### src/rtl/btn_defs.sv
// -----------------------------------------------------------------------------
// btn_defs
//   Shared definitions for the push-button conditioning blocks: FSM state
//   encoding, default cycle constants for a 100 MHz clock, and the
//   repeat-acceleration constants with a helper that derives the shortened
//   repeat period.
// -----------------------------------------------------------------------------
package btn_defs;

   // Button FSM states
   typedef enum logic [1:0] {
      ST_RELEASED = 2'd0,
      ST_HELD     = 2'd1,
      ST_REPEAT   = 2'd2
   } state_t;

   // Default timing at 100 MHz
   localparam int DEF_DEBOUNCE_CYC = 1_000_000;   // 10 ms
   localparam int DEF_LONG_CYC     = 50_000_000;  // 500 ms
   localparam int DEF_REPEAT_CYC   = 10_000_000;  // 100 ms
   localparam int DEF_CNT_W        = 26;

   // Repeat acceleration: after ACCEL_AFTER repeats the period is divided by ACCEL_DIV
   localparam int ACCEL_AFTER = 8;
   localparam int ACCEL_DIV   = 4;

   // Accelerated repeat period, never below one cycle
   function automatic int accel_period(input int rep_cyc);
      int p;
      p = rep_cyc / ACCEL_DIV;
      if (p < 1) begin
         p = 1;
      end else begin
         p = p;
      end
      return p;
   endfunction

endpackage

### src/rtl/button_debouncer.sv
// -----------------------------------------------------------------------------
// button_debouncer
//   Two-flop synchroniser followed by a stability counter. The debounced level
//   only toggles after the synchronised input has differed from it for
//   DEBOUNCE_CYC consecutive cycles; any agreement restarts the count.
//
// Ports
//   clk        in   system clock
//   reset      in   synchronous reset, active low
//   btn        in   raw asynchronous button
//   btn_level  out  debounced level (registered)
// -----------------------------------------------------------------------------
module button_debouncer
   import btn_defs::*;
#(
   parameter int DEBOUNCE_CYC = DEF_DEBOUNCE_CYC,
   parameter int CNT_W        = DEF_CNT_W
)(
   input  logic clk,
   input  logic reset,
   input  logic btn,
   output logic btn_level
);

   localparam logic [CNT_W-1:0] CNT_ZERO = {CNT_W{1'b0}};
   localparam logic [CNT_W-1:0] CNT_ONE  = {{(CNT_W-1){1'b0}}, 1'b1};
   localparam logic [CNT_W-1:0] DEB_LAST = CNT_W'(DEBOUNCE_CYC - 1);

   logic             sync1_r;
   logic             sync2_r;
   logic [CNT_W-1:0] deb_cnt_r;
   logic             level_r;

   // Synchroniser, stability counter and debounced level
   always_ff @(posedge clk) begin
      if (!reset) begin
         sync1_r   <= 1'b0;
         sync2_r   <= 1'b0;
         deb_cnt_r <= CNT_ZERO;
         level_r   <= 1'b0;
      end else begin
         sync1_r <= btn;
         sync2_r <= sync1_r;
         if (sync2_r == level_r) begin
            deb_cnt_r <= CNT_ZERO;
         end else if (deb_cnt_r == DEB_LAST) begin
            // Input has disagreed long enough: accept the new level
            level_r   <= ~level_r;
            deb_cnt_r <= CNT_ZERO;
         end else begin
            deb_cnt_r <= deb_cnt_r + CNT_ONE;
         end
      end
   end

   assign btn_level = level_r;

endmodule

### src/rtl/button_repeat_conditioner.sv
// -----------------------------------------------------------------------------
// button_repeat_conditioner
//   Turns one raw bouncy push-button into clean single-cycle events: press,
//   release, and auto-repeat while held. A debouncer sub-module produces the
//   stable level; a three-state FSM (RELEASED / HELD / REPEAT) with hold and
//   repeat counters produces registered pulses.
//
//   Optional macro BTN_REPEAT_ACCEL_EN: after ACCEL_AFTER repeat pulses within
//   one hold the repeat period shrinks to REPEAT_CYC/ACCEL_DIV (minimum 1).
//
// Ports
//   clk            in   system clock
//   reset          in   synchronous reset, active low
//   btn            in   raw asynchronous button, active high
//   btn_level      out  debounced level
//   btn_pedge      out  1-cycle pulse on accepted press and on every repeat
//   btn_nedge      out  1-cycle pulse on accepted release
//   short_release  out  1-cycle pulse with btn_nedge when released before first repeat
//   repeating      out  high while in REPEAT
// -----------------------------------------------------------------------------
module button_repeat_conditioner
   import btn_defs::*;
#(
   parameter int DEBOUNCE_CYC = DEF_DEBOUNCE_CYC,
   parameter int LONG_CYC     = DEF_LONG_CYC,
   parameter int REPEAT_CYC   = DEF_REPEAT_CYC,
   parameter int CNT_W        = DEF_CNT_W
)(
   input  logic clk,
   input  logic reset,
   input  logic btn,
   output logic btn_level,
   output logic btn_pedge,
   output logic btn_nedge,
   output logic short_release,
   output logic repeating
);

   localparam logic [CNT_W-1:0] CNT_ZERO  = {CNT_W{1'b0}};
   localparam logic [CNT_W-1:0] CNT_ONE   = {{(CNT_W-1){1'b0}}, 1'b1};
   localparam logic [CNT_W-1:0] LONG_LAST = CNT_W'(LONG_CYC - 1);
   localparam logic [CNT_W-1:0] REP_LAST  = CNT_W'(REPEAT_CYC - 1);

   logic             level_s;
   state_t           state_r, state_s;
   logic [CNT_W-1:0] hold_cnt_r, hold_cnt_s;
   logic [CNT_W-1:0] rep_cnt_r, rep_cnt_s;
   logic [CNT_W-1:0] rep_last_s;
   logic             hold_done_s, rep_done_s;
   logic             pedge_s, nedge_s, short_s, repeating_s;
   logic             pedge_r, nedge_r, short_r, repeating_r;

   button_debouncer #(
      .DEBOUNCE_CYC (DEBOUNCE_CYC),
      .CNT_W        (CNT_W)
   ) u_debouncer (
      .clk       (clk),
      .reset     (reset),
      .btn       (btn),
      .btn_level (level_s)
   );

   assign hold_done_s = (hold_cnt_r == LONG_LAST);
   assign rep_done_s  = (rep_cnt_r == rep_last_s);

`ifdef BTN_REPEAT_ACCEL_EN
   localparam logic [CNT_W-1:0] ACC_LAST    = CNT_W'(accel_period(REPEAT_CYC) - 1);
   localparam logic [3:0]       ACC_AFTER_C = 4'(ACCEL_AFTER);

   logic [3:0] acc_cnt_r, acc_cnt_s;

   // Repeat terminal count: shortened once enough repeats have fired
   always_comb begin
      if (acc_cnt_r >= ACC_AFTER_C) begin
         rep_last_s = ACC_LAST;
      end else begin
         rep_last_s = REP_LAST;
      end
   end

   // Repeat-pulse counter: cleared outside/entering REPEAT, saturating otherwise
   always_comb begin
      acc_cnt_s = acc_cnt_r;
      if (state_s != ST_REPEAT) begin
         acc_cnt_s = 4'd0;
      end else if (state_r != ST_REPEAT) begin
         acc_cnt_s = 4'd0;
      end else if (rep_done_s && (acc_cnt_r != 4'd15)) begin
         acc_cnt_s = acc_cnt_r + 4'd1;
      end else begin
         acc_cnt_s = acc_cnt_r;
      end
   end

   // Repeat-pulse counter register
   always_ff @(posedge clk) begin
      if (!reset) begin
         acc_cnt_r <= 4'd0;
      end else begin
         acc_cnt_r <= acc_cnt_s;
      end
   end
`else
   assign rep_last_s = REP_LAST;
`endif

   // State and counter registers
   always_ff @(posedge clk) begin
      if (!reset) begin
         state_r    <= ST_RELEASED;
         hold_cnt_r <= CNT_ZERO;
         rep_cnt_r  <= CNT_ZERO;
      end else begin
         state_r    <= state_s;
         hold_cnt_r <= hold_cnt_s;
         rep_cnt_r  <= rep_cnt_s;
      end
   end

   // Next-state and counter logic; a release always takes priority over expiry
   always_comb begin
      state_s    = state_r;
      hold_cnt_s = hold_cnt_r;
      rep_cnt_s  = rep_cnt_r;
      case (state_r)
         ST_RELEASED: begin
            if (level_s) begin
               state_s    = ST_HELD;
               hold_cnt_s = CNT_ZERO;
            end else begin
               state_s = ST_RELEASED;
            end
         end
         ST_HELD: begin
            if (!level_s) begin
               state_s = ST_RELEASED;
            end else if (hold_done_s) begin
               // hold_cnt stays at its terminal value
               state_s   = ST_REPEAT;
               rep_cnt_s = CNT_ZERO;
            end else begin
               hold_cnt_s = hold_cnt_r + CNT_ONE;
            end
         end
         ST_REPEAT: begin
            if (!level_s) begin
               state_s = ST_RELEASED;
            end else if (rep_done_s) begin
               rep_cnt_s = CNT_ZERO;
            end else begin
               rep_cnt_s = rep_cnt_r + CNT_ONE;
            end
         end
         default: begin
            state_s    = ST_RELEASED;
            hold_cnt_s = CNT_ZERO;
            rep_cnt_s  = CNT_ZERO;
         end
      endcase
   end

   // Pulse decode for the coming cycle
   always_comb begin
      pedge_s     = 1'b0;
      nedge_s     = 1'b0;
      short_s     = 1'b0;
      repeating_s = (state_s == ST_REPEAT);
      case (state_r)
         ST_RELEASED: begin
            pedge_s = level_s;
         end
         ST_HELD: begin
            if (!level_s) begin
               nedge_s = 1'b1;
               short_s = 1'b1;
            end else begin
               pedge_s = hold_done_s;
            end
         end
         ST_REPEAT: begin
            if (!level_s) begin
               nedge_s = 1'b1;
            end else begin
               pedge_s = rep_done_s;
            end
         end
         default: begin
            pedge_s = 1'b0;
         end
      endcase
   end

   // Output pulse registers
   always_ff @(posedge clk) begin
      if (!reset) begin
         pedge_r     <= 1'b0;
         nedge_r     <= 1'b0;
         short_r     <= 1'b0;
         repeating_r <= 1'b0;
      end else begin
         pedge_r     <= pedge_s;
         nedge_r     <= nedge_s;
         short_r     <= short_s;
         repeating_r <= repeating_s;
      end
   end

   assign btn_level     = level_s;
   assign btn_pedge     = pedge_r;
   assign btn_nedge     = nedge_r;
   assign short_release = short_r;
   assign repeating     = repeating_r;

endmodule

### config.mk
export PLATFORM = sky130hd
export DESIGN_NAME = button_repeat_conditioner
export DESIGN_NICKNAME = d
export VERILOG_FILES = /design/src/rtl/btn_defs.sv /design/src/rtl/button_debouncer.sv /design/src/rtl/button_repeat_conditioner.sv
export SDC_FILE = /design/constraint.sdc
export NUM_CORES = 1
export LEC_CHECK = 0
export ABC_AREA = 1
export CORE_ASPECT_RATIO = 1.4
export CORE_MARGIN = 5
export CORE_UTILIZATION = 45
export CTS_CLUSTER_SIZE = 30
export DETAILED_ROUTE_END_ITERATION = 7
export RECOVER_POWER = 25
export SETUP_SLACK_MARGIN = 0.3
export SYNTH_ARGS = -nofsm -noshare
export SYNTH_HDL_FRONTEND = slang
export SYNTH_SLANG_ARGS = --single-unit
### constraint.sdc
create_clock -name clk -period 1.9 [get_ports clk]
set_input_delay 0.285 -clock clk [delete_from_list [all_inputs] [get_ports clk]]
set_output_delay 0.285 -clock clk [all_outputs]
set_load 0.02 [all_outputs]
==> results.md, run 1 <==
Clocking:
- After clock tree synthesis, the clock-pin slew on the worst setup and hold paths is 0.07 ns.
- The library cell used as clock root buffer is clkbuf_16.
- In this run, CTS created clock tree buffers numbering 9.
- CTS built an H-tree with a depth of 3.
- The clock insertion delay at the later pin of the skew report is 0.34 ns.
- No sink is reached through more buffers than the 2 on the longest clock path.
- The number of buffers inserted by hold repair at cts is 0.
- The CTS tree is yes.
- The number of clock sinks is 87.

Final layout:
- The utilization after layout is 60.0%.
- In the layout the commonest cells are nand2_1 (225), nor2_1 (142), inv_1 (85).
- The post-route netlist has 22.7% of its cells at a drive strength greater than 1.
- The area growth from synthesis to layout is 31.8%.
- The library cell used most frequently in the layout, excluding fill and tap cells, is nand2_1.
- The final-stage net count is 914.
- The final antenna diode count is 0.

Floorplanning:
- For this configuration, the core starts out at a cell density of 45.5%.
- The I/O pin count is 8.
- The die is 136 um tall.
- The standard-cell row count is 46.
- The floorplan step defined a die boundary enclosing 13600 sq um.
- The standard cell core area is 11200 sq um.
- The width of the chip is 100 um.

Synth:
- Counting distinct cell types in the post-synthesis netlist gives 32.
- The synthesized design contains 87 register bits.
- After synthesis, the cell types taking the most area are dfxtp_1 (34%), nand2_1 (18%), nor2_1 (12%), nand3_1 (8.0%), inv_1 (6.6%).
- The proportion of netlist area held by the largest area contributor is 34.1%.
- In this run the mean area of a mapped cell was 6.10 sq um.
- Counting every net in the synthesized netlist gives 847.
- The count of mapped cells out of synthesis is 837.
- The synthesized area is 5110 sq um.
- The library cell occupying the most area in the post-synthesis netlist is dfxtp_1.
- The number of synthesis warnings is 0.
- The share of the Yosys chip area taken by registers is 34.1%.

Critical path:
- The type of element launching the critical path is a flop.
- The startpoint-to-endpoint class of the critical path is flop to flop.
- The maximum fanout along the worst path is 6.
- The data required time at the worst endpoint is 2.14 ns.
- At the worst endpoint, the arrival time is 2.01 ns.
- The start of the worst register-to-register path is u_debouncer.deb_cnt_r[1].
- The kind of capture point of the worst setup path is a flop.
- The endpoint identified for the worst register-to-register timing path is u_debouncer.deb_cnt_r[22].
- The slack of the worst reg-to-reg path is 0.13 ns.
- Measured in cells, the most critical reg-to-reg path has a length of 10.

STA:
- The count of final hold-check violations is 0.
- The minimum clock period after layout is 1.77 ns.
- For this run, the top clock speed supported by timing is 0.564 GHz.
- The slack of the critical path is 0.126 ns.
- The worst pin sits at a relative slew slack of 61.4%.
- After routing, the total negative slack on setup checks comes to 0 ns.
- Setup repair after global routing could not meet its margin everywhere.
- The number of pins exceeding their max-slew limit in the final report is 0.
- The transition at the pin with the smallest max-transition slack is 0.578 ns.
- The final critical-path share of the clock period is 93.4%.
- For the final database, setup skew stands at 0.00676 ns.
- Setup violations remaining at the end of the flow were counted as 0.

Drt:
- The pre-antenna-repair detailed-routing pass consisted of 5 iterations.
- The total wire length after detailed routing is 14200 um.
- The average wire length per cell after detail routing is 13.5 um.
- Detailed routing inserted a total of 5345 vias.
- In this run the remaining antenna-violating nets after routing total 0.
- After detailed routing, the number of remaining DRC violations is 0.
- The first routing iteration left 189 violations.
- Using the TritonRoute via totals, the vias-per-cell ratio works out to 5.08.

GRT:
- The total overflow left after global routing is 0.
- The first global-routing pass estimated 22600 um of wire.
- The number of global-route vias before repair is 4936.
- The all-layer global routing usage is 20.5%.
- Entering global routing, the biggest net connects 33 pins.
- The number of antenna violations at the first check in global routing is 0.

Power:
- Net switching is 22.4% of the power.
- Across the VDD grid, the largest voltage drop is 0.324 mV.
- The sequential power share is 48.4%.
- The net switching power figure is 0.842 mW.
- For this design the static power due to leakage is 2.45 nW.
- Combinational logic burns 1.7% of the power.
- Summing internal, switching and leakage power gives 3.77 mW.
- Dividing total power by cell area gives a power density of 559 nW/um^2.
- The share of total power dissipated in the clock network is 49.9%.
- The internal portion of the total power is 2.92 mW.

Placed design:
- Before CTS, the worst setup slack after placement is 0.167 ns.
- During placement, the flow inserted port buffers numbering 7.
- The HPWL after detailed placement is 9270 um.
- Routability-driven placement finished with a final weighted congestion of 0.936.

Run status:
- The run finished with clean final reports.

Flow run:
- The number of violations of the max-capacitance limit is 0.

Worst hold path:
- The min-delay analysis places its worst path in the category flop to flop.
- The capture endpoint of the worst hold path is u_debouncer.sync2_r.
- The worst hold path was traced through 2 stages.
- The start point of the worst hold path is u_debouncer.sync1_r.
-- cell families after synthesis --
group                      Yosys count  synth area share (%)
buffers and inverters              119                  9.50
and+or+nand+nor                    550                  45.5
xor gates and xnor gates            21                  3.60
AOI/OAI and AO/OA                   53                  5.58
DFF                                 87                  34.1
adders and majority gates            7                  1.71
-- power groups by stage --
stage	clock network [mW]	registers [mW]	logic, mW
floorplan	0	1.87	0.0263
global placement	0	1.87	0.0494
detailed placement	0	1.87	0.0500
CTS	1.92	1.82	0.0575
global route	2.00	1.82	0.0695
finish	1.88	1.82	0.0645
-- critical path, stage by stage, from the launching register on --
cell and delay, ns:
dfxtp_1 0.38, ha_1 0.23, nand3_4 0.09, nor2_1 0.21, inv_2 0.07, nor2_2 0.14, nand3_2 0.13, nand3_4 0.11
buf_6 0.12, clkbuf_16 0.14, nor3b_1 0.05
-- timing repair --
item / 4_1_cts / 5_1_grt
endpoints found under the hold margin: 0 / 0
gates cloned: 4 / 3
pin swaps: 22 / 40
setup buffers: 19 / 16
gates resized for setup: 64 / 84
endpoints found under the setup margin: 82 / 82
-- per-stage QoR --
stage	cells	instance area [sq um]	hold WS, ns
2_1_floorplan	837	5130	0.378
4_1_cts	1034	6280	0.429
3_3_place_gp	995	5520	0.404
5_1_grt	1053	6730	0.457
3_5_place_dp	995	5520	0.415
6_report	1053	6730	0.436
-- area by class of cell --
type	count	area (sq um)
Clock buffer	10	239
Sequential cell	87	1770
Inverter	98	375
Tap cell	144	180
Timing Repair Buffer	77	811
Clock inverter	6	73.8
Multi-Input combinational cell	631	3280
Fill cell	1071	4490
-- flip-flops by register name, summed over array words and instances, names as in the netlist --
signal and count:
repeating 1, u_debouncer.sync1_r 1, rep_cnt_r 26, btn_pedge 1, u_debouncer.deb_cnt_r 26, u_debouncer.btn_level 1
u_debouncer.sync2_r 1, short_release 1, state_r 2, btn_nedge 1, hold_cnt_r 26
-- cell usage after synthesis (all sizes together) --
library cell  number
buf               12
nand3             83
a211oi             1
clkinv             3
or2                5
a21oi             46
nor2             168
nor3b              7
nand4             20
inv               95
ha                 7
nor3              17
xor2              14
xnor2              7
o21ai              5
nand2            245
nor4               1
o31ai              1
clkbuf             9
dfxtp             87
and2               1
nand3b             3
-- how the worst max path moves through the flow --
stage,slack [ns],to,cells after the start,from
finish,0.13,u_debouncer.deb_cnt_r[22],10,u_debouncer.deb_cnt_r[1]
detailed placement,0.17,repeating,9,hold_cnt_r[13]
global placement,0.18,repeating,9,hold_cnt_r[13]
floorplan,0.33,rep_cnt_r[17],10,state_r[1]
CTS,0.25,repeating,9,hold_cnt_r[1]
global route,0.03,u_debouncer.deb_cnt_r[24],12,u_debouncer.deb_cnt_r[1]
-- layer usage --
metal  up-vias  routed length (um)  track usage (%)
met1      2449                6030             23.7
met2        92                7450             37.0
li1       2773                   -                -
met3        31                 418             4.21
met5         -                   0                0
met4         0                 346             7.49
Power figures use the tool's default switching activity.
==> run 2, diff against run 1 <==
--- a/config.mk
+++ b/config.mk
@@ -6,6 +6,7 @@
 export NUM_CORES = 1
 export LEC_CHECK = 0
 export ABC_AREA = 1
+export ABC_CLOCK_PERIOD_IN_PS = 1900
 export CORE_ASPECT_RATIO = 1.4
 export CORE_MARGIN = 5
 export CORE_UTILIZATION = 45
==> results of run 2 <==
No change in the layout: final DEF, timing and power equal those of run 1.
